File: config.mk
export PLATFORM = sky130hd
export DESIGN_NAME = mmr_bus_ctrl_flat
export DESIGN_NICKNAME = d
export VERILOG_FILES = /design/src/rtl/mmr_bus_if.sv /design/src/rtl/mmr_bus_ctrl.sv /design/src/flat_wrapper.sv
export SDC_FILE = /design/constraint.sdc
export NUM_CORES = 1
export LEC_CHECK = 0
export CAP_MARGIN = 20
export CELL_PAD_IN_SITES_DETAIL_PLACEMENT = 0
export CELL_PAD_IN_SITES_GLOBAL_PLACEMENT = 2
export CORE_ASPECT_RATIO = 1.5
export CORE_MARGIN = 3
export CORE_UTILIZATION = 27
export CTS_BUF_LIST = sky130_fd_sc_hd__clkbuf_4 sky130_fd_sc_hd__clkbuf_8
export DETAILED_ROUTE_END_ITERATION = 6
export HOLD_SLACK_MARGIN = 0.05
export PLACE_DENSITY = 0.85
export SYNTH_ARGS = -nofsm -noshare
export SYNTH_HDL_FRONTEND = slang
export SYNTH_SLANG_ARGS = --single-unit
File: constraint.sdc
create_clock -name clk_in -period 2.7 [get_ports clk_in]
set_input_delay 0.54 -clock clk_in [delete_from_list [all_inputs] [get_ports clk_in]]
set_output_delay 0.54 -clock clk_in [all_outputs]
set_load 0.005 [all_outputs]
File: src/rtl/mmr_bus_if.sv
// CPU memory-stage to MMR responder bus: request/ready handshake plus one-cycle ack response.
interface mmr_bus_if #(
  parameter int RSZ  = 32,
  parameter int PASZ = 32
) ();
  logic            mmr_req;
  logic            mmr_req_ready;
  logic            mmr_we;
  logic [PASZ-1:0] mmr_addr;
  logic [RSZ-1:0]  mmr_wdata;
  logic            mmr_ack;
  logic [RSZ-1:0]  mmr_rdata;
  logic            mmr_err;

  modport master (
    output mmr_req, mmr_we, mmr_addr, mmr_wdata,
    input  mmr_req_ready, mmr_ack, mmr_rdata, mmr_err
  );

  modport slave (
    input  mmr_req, mmr_we, mmr_addr, mmr_wdata,
    output mmr_req_ready, mmr_ack, mmr_rdata, mmr_err
  );
endinterface

File: src/rtl/mmr_bus_ctrl.sv
// Bus responder for the machine-mode timer/software-interrupt registers; one access per three cycles,
// with a high-half snapshot so an RV32 lo-then-hi read of mtime is consistent across a carry.
module mmr_bus_ctrl #(
  parameter int          RSZ          = 32,
  parameter int          PASZ         = 32,
  parameter logic [31:0] MMR_BASE     = 32'h0200_0000,
  parameter logic [31:0] MMR_SIZE     = 32'h0001_0000,
  parameter logic [15:0] MSIP_OFF     = 16'h0000,
  parameter logic [15:0] MTIMECMP_OFF = 16'h4000,
  parameter logic [15:0] MTIME_OFF    = 16'hBFF8
) (
  input  logic             clk_in,
  input  logic             reset_in,
  mmr_bus_if.slave         bus,
  output logic             mtime_lo_wr,
  output logic             mtime_hi_wr,
  output logic             mtimecmp_lo_wr,
  output logic             mtimecmp_hi_wr,
  output logic             msip_wr,
  output logic [RSZ-1:0]   mmr_wr_data,
  input  logic [2*RSZ-1:0] mtime,
  input  logic [2*RSZ-1:0] mtimecmp,
  input  logic [RSZ-1:0]   msip_reg
);

  localparam logic [PASZ-1:0] BASE_A = PASZ'(MMR_BASE);
  localparam logic [PASZ-1:0] SIZE_A = PASZ'(MMR_SIZE);

  typedef enum logic [1:0] {S_IDLE, S_DECODE, S_RESP} state_t;
  typedef enum logic [2:0] {SEL_NONE, SEL_MSIP, SEL_CMP_LO, SEL_CMP_HI, SEL_MT_LO, SEL_MT_HI} sel_t;

  // Any misaligned, out-of-window or unmapped address maps to SEL_NONE and faults.
  function automatic sel_t decode_sel(input logic [PASZ-1:0] addr);
    logic [PASZ-1:0] off;
    off = addr - BASE_A;
    if (addr[1:0] != 2'b00 || addr < BASE_A || off >= SIZE_A) return SEL_NONE;
    if (off == PASZ'(MSIP_OFF))             return SEL_MSIP;
    if (off == PASZ'(MTIMECMP_OFF))         return SEL_CMP_LO;
    if (off == PASZ'(MTIMECMP_OFF) + 'd4)   return SEL_CMP_HI;
    if (off == PASZ'(MTIME_OFF))            return SEL_MT_LO;
    if (off == PASZ'(MTIME_OFF) + 'd4)      return SEL_MT_HI;
    return SEL_NONE;
  endfunction

  state_t          state, state_nx;
  logic            we_p0;
  logic [PASZ-1:0] addr_p0;
  sel_t            sel_p0;
  logic [RSZ-1:0]  rdata_q;
  logic            err_q;
  logic            snap_vld;
  logic [RSZ-1:0]  snap_hi;
  logic            accept;

  assign accept = (state == S_IDLE) && bus.mmr_req;
  assign sel_p0 = decode_sel(addr_p0);

  always_ff @(posedge clk_in or negedge reset_in) begin
    if (!reset_in) state <= S_IDLE;
    else           state <= state_nx;
  end

  always_comb begin
    state_nx          = state;
    bus.mmr_req_ready = 1'b0;
    bus.mmr_ack       = 1'b0;
    msip_wr           = 1'b0;
    mtimecmp_lo_wr    = 1'b0;
    mtimecmp_hi_wr    = 1'b0;
    mtime_lo_wr       = 1'b0;
    mtime_hi_wr       = 1'b0;
    case (state)
      S_IDLE: begin
        bus.mmr_req_ready = 1'b1;
        if (bus.mmr_req) state_nx = S_DECODE;
      end
      S_DECODE: begin
        msip_wr        = we_p0 && (sel_p0 == SEL_MSIP);
        mtimecmp_lo_wr = we_p0 && (sel_p0 == SEL_CMP_LO);
        mtimecmp_hi_wr = we_p0 && (sel_p0 == SEL_CMP_HI);
        mtime_lo_wr    = we_p0 && (sel_p0 == SEL_MT_LO);
        mtime_hi_wr    = we_p0 && (sel_p0 == SEL_MT_HI);
        state_nx       = S_RESP;
      end
      S_RESP: begin
        bus.mmr_ack = 1'b1;
        state_nx    = S_IDLE;
      end
      default: state_nx = S_IDLE;
    endcase
  end

  // Request capture stage: later bus changes cannot disturb an accepted access.
  always_ff @(posedge clk_in) begin
    if (accept) begin
      we_p0   <= bus.mmr_we;
      addr_p0 <= bus.mmr_addr;
    end
  end

  // Decode stage: read mux, fault flag and mtime snapshot bookkeeping.
  always_ff @(posedge clk_in or negedge reset_in) begin
    if (!reset_in) begin
      mmr_wr_data <= '0;
      rdata_q     <= '0;
      err_q       <= 1'b0;
      snap_vld    <= 1'b0;
      snap_hi     <= '0;
    end else begin
      if (accept && bus.mmr_we) mmr_wr_data <= bus.mmr_wdata;
      if (state == S_DECODE) begin
        err_q   <= (sel_p0 == SEL_NONE);
        rdata_q <= '0;
        if (we_p0) begin
          if (sel_p0 == SEL_MT_LO || sel_p0 == SEL_MT_HI) snap_vld <= 1'b0;
        end else begin
          case (sel_p0)
            SEL_MSIP:   rdata_q <= msip_reg;
            SEL_CMP_LO: rdata_q <= mtimecmp[RSZ-1:0];
            SEL_CMP_HI: rdata_q <= mtimecmp[2*RSZ-1:RSZ];
            SEL_MT_LO: begin
              rdata_q  <= mtime[RSZ-1:0];
              snap_hi  <= mtime[2*RSZ-1:RSZ];
              snap_vld <= 1'b1;
            end
            SEL_MT_HI: begin
              rdata_q  <= snap_vld ? snap_hi : mtime[2*RSZ-1:RSZ];
              snap_vld <= 1'b0;
            end
            default: ;
          endcase
        end
      end
    end
  end

  assign bus.mmr_rdata = rdata_q;
  assign bus.mmr_err   = err_q && (state == S_RESP);

endmodule

File: src/flat_wrapper.sv
// flat-port wrapper written by rule: the top's interface ports become plain ports
module mmr_bus_ctrl_flat 
#(
  parameter int          RSZ          = 32,
  parameter int          PASZ         = 32,
  parameter logic [31:0] MMR_BASE     = 32'h0200_0000,
  parameter logic [31:0] MMR_SIZE     = 32'h0001_0000,
  parameter logic [15:0] MSIP_OFF     = 16'h0000,
  parameter logic [15:0] MTIMECMP_OFF = 16'h4000,
  parameter logic [15:0] MTIME_OFF    = 16'hBFF8
)
  (clk_in, reset_in, mtime_lo_wr, mtime_hi_wr, mtimecmp_lo_wr, mtimecmp_hi_wr, msip_wr, mmr_wr_data, mtime, mtimecmp, msip_reg, bus_mmr_req, bus_mmr_we, bus_mmr_addr, bus_mmr_wdata, bus_mmr_req_ready, bus_mmr_ack, bus_mmr_rdata, bus_mmr_err);
  mmr_bus_if #(.RSZ(RSZ), .PASZ(PASZ)) bus_i ();
  input  logic clk_in;
  input  logic reset_in;
  output logic mtime_lo_wr;
  output logic mtime_hi_wr;
  output logic mtimecmp_lo_wr;
  output logic mtimecmp_hi_wr;
  output logic msip_wr;
  output logic [RSZ-1:0] mmr_wr_data;
  input  logic [2*RSZ-1:0] mtime;
  input  logic [2*RSZ-1:0] mtimecmp;
  input  logic [RSZ-1:0] msip_reg;
  input wire logic [$bits(bus_i.mmr_req)-1:0] bus_mmr_req;
  input wire logic [$bits(bus_i.mmr_we)-1:0] bus_mmr_we;
  input wire logic [$bits(bus_i.mmr_addr)-1:0] bus_mmr_addr;
  input wire logic [$bits(bus_i.mmr_wdata)-1:0] bus_mmr_wdata;
  output wire logic [$bits(bus_i.mmr_req_ready)-1:0] bus_mmr_req_ready;
  output wire logic [$bits(bus_i.mmr_ack)-1:0] bus_mmr_ack;
  output wire logic [$bits(bus_i.mmr_rdata)-1:0] bus_mmr_rdata;
  output wire logic [$bits(bus_i.mmr_err)-1:0] bus_mmr_err;
  assign bus_i.mmr_req = bus_mmr_req;
  assign bus_i.mmr_we = bus_mmr_we;
  assign bus_i.mmr_addr = bus_mmr_addr;
  assign bus_i.mmr_wdata = bus_mmr_wdata;
  assign bus_mmr_req_ready = bus_i.mmr_req_ready;
  assign bus_mmr_ack = bus_i.mmr_ack;
  assign bus_mmr_rdata = bus_i.mmr_rdata;
  assign bus_mmr_err = bus_i.mmr_err;
  mmr_bus_ctrl #(.RSZ(RSZ), .PASZ(PASZ), .MMR_BASE(MMR_BASE), .MMR_SIZE(MMR_SIZE), .MSIP_OFF(MSIP_OFF), .MTIMECMP_OFF(MTIMECMP_OFF), .MTIME_OFF(MTIME_OFF)) u_core (.clk_in(clk_in), .reset_in(reset_in), .bus(bus_i), .mtime_lo_wr(mtime_lo_wr), .mtime_hi_wr(mtime_hi_wr), .mtimecmp_lo_wr(mtimecmp_lo_wr), .mtimecmp_hi_wr(mtimecmp_hi_wr), .msip_wr(msip_wr), .mmr_wr_data(mmr_wr_data), .mtime(mtime), .mtimecmp(mtimecmp), .msip_reg(msip_reg));
endmodule
==> After elaboration in Yosys (flattened, before gate mapping) <==
Cells that the tools add are included.
{ "word_totals": {"inputBits": 228, "regBits": 133, "latch_bits": 0, "word_cells": 92, "mem_bits_ro": 0, "ram_bits": 0, "memories": 0} }
{ "op_classes": {"n_addsub": 1, "n_mul": 0, "magnitude_cmp": 2, "reduce_logical": 18, "bitwise": 1, "mux": 49, "div": 0, "n_eq_ne": 13, "shift": 0} }
{ "ops": {"columns": ["operator", "n"], "rows": [
  ["$pmux 32 s5", 1],
  ["$eq 32x15->1 const B", 2],
  ["$eq 32x16->1 const B", 2],
  ["$mux 32", 2],
  ["$mux 3", 13],
  ["$ge 32x17->1 const B", 1],
  ["$logic_not 32->1", 1],
  ["$lt 32x26->1 const B", 1],
  ["$sub 32x26->32 const B", 1],
  ["$mux 1", 30],
  ["$logic_and 1x1->1", 8],
  ["$eq 3x2->1 const B", 2],
  ["$eq 3x3->1 const B", 2],
  ["$reduce_and 3->1", 2],
  ["$ne 2x2->1 const B", 2],
  ["$pmux 2 s2", 1],
  ["$eq 3x1->1 const B", 1],
  ["$logic_not 3->1", 1],
  ["$logic_or 1x1->1", 3],
  ["$reduce_bool 3->1", 1],
  ["$eq 2x1->1 const B", 1],
  ["$eq 2x2->1 const B", 1],
  ["$logic_not 2->1", 1],
  ["$mux 2", 1],
  ["3 further kinds", 3]
]} }

==> Logic depth before layout (Yosys ltp) <==
{ "depth": {"depth_word": 29, "ltp_mapped": 9} }

==> Worst setup path before layout <==
Ideal clock, no wire load.
{ "synth_timing": {"path_type": "register to register", "from": "register u_core.addr_p0[25]", "to": "register u_core.snap_hi[0]", "setup_time_ps": 125, "t_arrival_ps": 2288, "stages_incl_launch_ff": 10, "slack_ps": 287, "path_cell_list": "edfxtp_1 > inv_1 > ha_1 > nor3b_1 > nand4_1 > or3_1 > or4_1 > buf_4 > buf_6 > mux2_4"} }
{ "synth_between": {"elab_chain_cells": 16, "elab_cells_between_ends": 45} }
{ "synth_rtl": {"columns": ["item", "line", "source"], "rows": [
  ["start, declared", "mmr_bus_ctrl.sv:47", "logic [PASZ-1:0] addr_p0;"],
  ["start signal, assigned", "mmr_bus_ctrl.sv:97", "addr_p0 <= bus.mmr_addr;"],
  ["$sub 32x26->32", "mmr_bus_ctrl.sv:35", "off = addr - BASE_A;"],
  ["$eq 32x16->1 or $logic_not 32->1 (tied branches)", "mmr_bus_ctrl.sv:41, mmr_bus_ctrl.sv:37", null],
  ["$mux 1 or $mux 3 (tied branches) (2 in a row)", "mmr_bus_ctrl.sv:41, mmr_bus_ctrl.sv:37", null],
  ["$mux 1 or $mux 3 (tied branches)", "mmr_bus_ctrl.sv:40, mmr_bus_ctrl.sv:38", null],
  ["$mux 1 or $mux 3 (tied branches)", "mmr_bus_ctrl.sv:39", "if (off == PASZ'(MTIMECMP_OFF) + 'd4) return SEL_CMP_HI;"],
  ["$mux 1 or $mux 3 (tied branches)", "mmr_bus_ctrl.sv:38, mmr_bus_ctrl.sv:40", null],
  ["$mux 1 or $mux 3 (tied branches)", "mmr_bus_ctrl.sv:37, mmr_bus_ctrl.sv:41", null],
  ["$mux 3", "mmr_bus_ctrl.sv:42", "return SEL_NONE;"],
  ["$mux 3", "mmr_bus_ctrl.sv:41", "if (off == PASZ'(MTIME_OFF) + 'd4) return SEL_MT_HI;"],
  ["$mux 3", "mmr_bus_ctrl.sv:40", "if (off == PASZ'(MTIME_OFF)) return SEL_MT_LO;"],
  ["$mux 3", "mmr_bus_ctrl.sv:39", null],
  ["$mux 3", "mmr_bus_ctrl.sv:38", "if (off == PASZ'(MTIMECMP_OFF)) return SEL_CMP_LO;"],
  ["$mux 3 (*)", "mmr_bus_ctrl.sv:37", "if (off == PASZ'(MSIP_OFF)) return SEL_MSIP;"],
  ["$eq 3x3->1 (*)", "mmr_bus_ctrl.sv:117", "case (sel_p0)"],
  ["$reduce_and 3->1 (no source line) (*)", null, null],
  ["end signal, assigned", "mmr_bus_ctrl.sv:123", "snap_hi <= mtime[2*RSZ-1:RSZ];"],
  ["end, declared", "mmr_bus_ctrl.sv:52", "logic [RSZ-1:0] snap_hi;"]
]} }
Every way passes the cells marked *; elsewhere a longest branch is shown, timed or not. The select of a mux whose other input is x is not followed.
A chain may end at the register's enable or synchronous reset.

==> Worst setup path after layout <==
{ "layout_timing": {"from": "register u_core.addr_p0[3]", "to": "output msip_wr"} }
{ "layout_between": {"elab_chain_cells": 17, "elab_cells_between_ends": 46} }
{ "layout_rtl": {"columns": ["item", "line", "source"], "rows": [
  ["$sub 32x26->32", "mmr_bus_ctrl.sv:35", null],
  ["$eq 32x16->1 or $logic_not 32->1 (tied branches)", "mmr_bus_ctrl.sv:41, mmr_bus_ctrl.sv:37", null],
  ["$mux 1 or $mux 3 (tied branches) (2 in a row)", "mmr_bus_ctrl.sv:41, mmr_bus_ctrl.sv:37", null],
  ["$mux 1 or $mux 3 (tied branches)", "mmr_bus_ctrl.sv:40, mmr_bus_ctrl.sv:38", null],
  ["$mux 1 or $mux 3 (tied branches)", "mmr_bus_ctrl.sv:39", null],
  ["$mux 1 or $mux 3 (tied branches)", "mmr_bus_ctrl.sv:38, mmr_bus_ctrl.sv:40", null],
  ["$mux 1 or $mux 3 (tied branches)", "mmr_bus_ctrl.sv:37, mmr_bus_ctrl.sv:41", null],
  ["$mux 3", "mmr_bus_ctrl.sv:42", null],
  ["$mux 3", "mmr_bus_ctrl.sv:41", null],
  ["$mux 3", "mmr_bus_ctrl.sv:40", null],
  ["$mux 3", "mmr_bus_ctrl.sv:39", null],
  ["$mux 3", "mmr_bus_ctrl.sv:38", null],
  ["$mux 3 (*)", "mmr_bus_ctrl.sv:37", null],
  ["$eq 3x1->1 (*)", "mmr_bus_ctrl.sv:78", "msip_wr = we_p0 && (sel_p0 == SEL_MSIP);"],
  ["$logic_and 1x1->1 (*)", "mmr_bus_ctrl.sv:78", null],
  ["$mux 1 (*)", "mmr_bus_ctrl.sv:72", "case (state)"],
  ["end, declared", "flat_wrapper.sv:20", "output logic msip_wr;"]
]} }
Marks and branches as above.

==> out/metrics.yaml <==
timing:
  setup_viol: 27
  finalMaxSlewViolations: 0
  hold_violations: 0
  layout_min_cycle_time_ns: 2.80
  finClkSkew_ns: 0.0172
  rsz0062_at_grt: "true"
  setup_ws_ns: -0.102
  clock.fmax_mhz: 357
  worst_hold_slack_ns: 0.487
  post-route-period-util_pct: 104
  finalSetupTns_ns: -1.40
  slew_headroom_pct: 51.2
  worst_pin_slew_ns: 0.731
critical_path:
  crit_end: "msip_wr"
  timing.rr.start: "u_core.addr_p0[3]"
  critPathLaunchType: "register"
  crit_required_ns: 2.16
  crit_chain: "or4_4 -> buf_6 -> nor4bb_4 -> nor3b_2 -> buf_2"
  endpoint_kind: "primary output"
  critical_path.top_delay_family: "simple AND/OR/NAND/NOR gates"
  cp-startpoint: "u_core.addr_p0[3]"
  r2r-end: "u_core.bus.mmr_rdata[16]"
  crit_path_max_fanout: 2
  cp_num_cells: 5
  arrival_ns: 2.26
  critPathSlowestCell: "or4_4"
  slowest_delay_ns: 0.58
  ff2ff_setup_slack_ns: -0.08
  cp_num_buf_inv: 2
  reg2reg_depth: 8
  path_class: "reg2out"
grt:
  grt_use_total_pct: 18.6
  antenna_found_initial: 2
  grt_pass1_vias: 6651
  gr-total-overflow: 0
  grt_pass1_wl_mm: 38.6
  grt_max_degree: 49
placed_design:
  place_ws_ns: -0.0954
  port_buffers: 299
  detailed_place_hpwl_mm: 18.0
  gp_congestion: 0.747
  dp.cells: 1147
drt:
  routed_wl_mm: 25.7
  via_per_inst: 4.88
  ant_nets: 0
  wire_per_inst_um: 21.4
  num_vias: 5864
  drt_pass1_iterations: 4
  drtIter0Drc: 280
  drc: 0
yosys:
  synth_compound_area_share_pct: 15.5
  syn_area_per_cell_um2: 12.9
  synth_mux_area_share_pct: 22.5
  synthCells: 534
  syn_area_um2: 6900
  synth_top_family_by_area: "multiplexers"
  synth_warnings: 0
  syn_nets: 763
  synth_xor_area_share_pct: 0.127
  ys_ff_latch: 133
  synthSimpleGateAreaFrac_pct: 7.13
  synth-seq-area-share_pct: 50.6
  synth_adder_area_share_pct: 0.181
  yosysUniqueCellTypes: 42
die:
  io_pins: 300
  die_w_um: 137
  dieArea_um2: 27600
  initial_utilization_pct: 27.4
  num_rows: 71
  coreArea_um2: 25100
  die_h_um: 202
power_and_ir_drop:
  worst_ir_drop_vdd_uv: 392
  p_total_mw: 5.26
  p_leak_nw: 4.26
  power_density_nw_per_um2: 472
layout:
  final_cell_mix: "clkdlybuf4s50_1, mux2_2, dfrtp_1, a32o_1, buf_4"
  antenna_cells: 0
  nFillCells: 2380
  fin_nets: 1089
  final_common_cell: "clkdlybuf4s50_1"
  fin_cells: 1201
  area_delta_synth_final_pct: 61.6
  final_layout_size_suffix_gt1_share_pct: 29.0
clocking:
  cts_tree: "done"
  clk_pin_slew_ns: 0.08
  htree_levels: 4
  cts_buffers: 17
  cts.path.max_buffers: 2
  clock_latency_ns: 0.45
  root_buffer: "clkbuf_8"
  clkSinkCount: 133
flow_run:
  drv_cap: 0
min_path:
  hp-class: "reg2reg"
status:
  status: "complete, but fails checks"
  violations: "setup timing"
## kinds of logic (layout without fill, tap and decap cells)
family | Yosys count | after routing
xor+xnor | 1 | 1
flops | 133 | 133
buf+inv | 55 | 394
mux | 128 | 128
simple gates | 84 | 84
compound gates | 132 | 132
fa+ha+maj | 1 | 1
## metal layers
| metal | vias to the layer above | share of wire (%) | GRT usage (%) |
|---|---|---|---|
| li1 | 2743 | - | - |
| met1 | 2867 | 38 | 20.7 |
| met2 | 224 | 53 | 33.5 |
| met3 | 26 | 7.8 | 6.25 |
| met4 | 4 | 1.4 | 4.72 |
| met5 | - | 0.085 | 0 |
## worst min path at each step
stage,start,end,slack [ns],depth (start not counted)
finish,u_core.bus.mmr_rdata[0],u_core.bus.mmr_rdata[0],0.49,2
global route,u_core.bus.mmr_rdata[0],u_core.bus.mmr_rdata[0],0.52,2
CTS,u_core.bus.mmr_rdata[0],u_core.bus.mmr_rdata[0],0.49,2
detailed placement,u_core.bus.mmr_rdata[0],u_core.bus.mmr_rdata[0],0.47,2
global placement,u_core.bus.mmr_rdata[31],u_core.bus.mmr_rdata[31],0.46,2
floorplan,reset_in,u_core.bus.mmr_rdata[0],0.24,0
## registers in the layout, summed over array words and instances, names as in the netlist
name and count:
u_core.err_q 1, u_core.snap_vld 1, u_core.mmr_wr_data 32, u_core.bus.mmr_rdata 32
u_core.addr_p0 32, u_core.snap_hi 32, u_core.we_p0 1, u_core.state 2
## cell usage after synthesis, drive strengths merged
cell type,number,area (um^2)
ha,1,12.5
nand4bb,1,11.3
a31oi,1,6.26
dfrtp,100,2500
nand2b,2,12.5
nor3b,3,22.5
nand4,5,31.3
or3,1,6.26
o21ai,33,165
or4,5,45.0
xnor2,1,8.76
mux2,128,1550
a32o,64,641
nor2b,2,12.5
buf,17,133
nand3b,1,20.0
or3b,1,8.76
o31ai,1,7.51
nor2,8,30.0
a22oi,32,240
inv,4,15.0
clkbuf,34,128
edfxtp,33,991
nor4b,2,23.8
and3,1,6.26
nor3,2,10.0
nand3,2,10.0
nand2,36,135
and2,3,18.8
nor4bb,2,20.0
nand4b,1,8.76
a22o,1,8.76
nor4,6,58.8
## area by class of cell
cell class / count / area, um^2 / share of cell area, %
Clock buffer: 18 / 241 / 2.17
Tap cell: 328 / 410 / 3.68
Sequential cell: 133 / 3490 / 31.3
Inverter: 4 / 15.0 / 0.135
Multi-Input combinational cell: 346 / 3280 / 29.4
Clock inverter: 14 / 153 / 1.37
Timing Repair Buffer: 358 / 3560 / 31.9
## per-stage QoR
step | util [%] | area, um^2
6_report | 44.4 | 11200
5_1_grt | 44.4 | 11200
4_1_cts | 44.3 | 11100
3_5_place_dp | 41.4 | 10400
3_3_place_gp | 41.4 | 10400
2_1_floorplan | - | 6900
## report_power, final
part	total (mW)	internal, mW	switching (mW)
combinational	1.15	0.795	0.358
clock	1.71	0.838	0.870
sequential	2.40	2.28	0.120
## timing repair
item / 4_1_cts / 5_1_grt
resized for setup: 57 / 3
endpoints found under the setup margin: 56 / 52
buffers inserted: 18 / 2
pin swaps: 15 / 9
gates cloned: 5 / 0
hold buffers: 1 / 0
hold endpoints to repair: 26 / 0
## worst register-to-register path, cell delays in order, from the launching register on
cell,delay (ns)
edfxtp_1,0.40
or4_4,0.58
buf_6,0.14
nor4bb_4,0.34
buf_4,0.46
a22o_1,0.26
nand3_2,0.09
buf_4,0.23
o21ai_1,0.19
(Power assumes the default switching activity.)
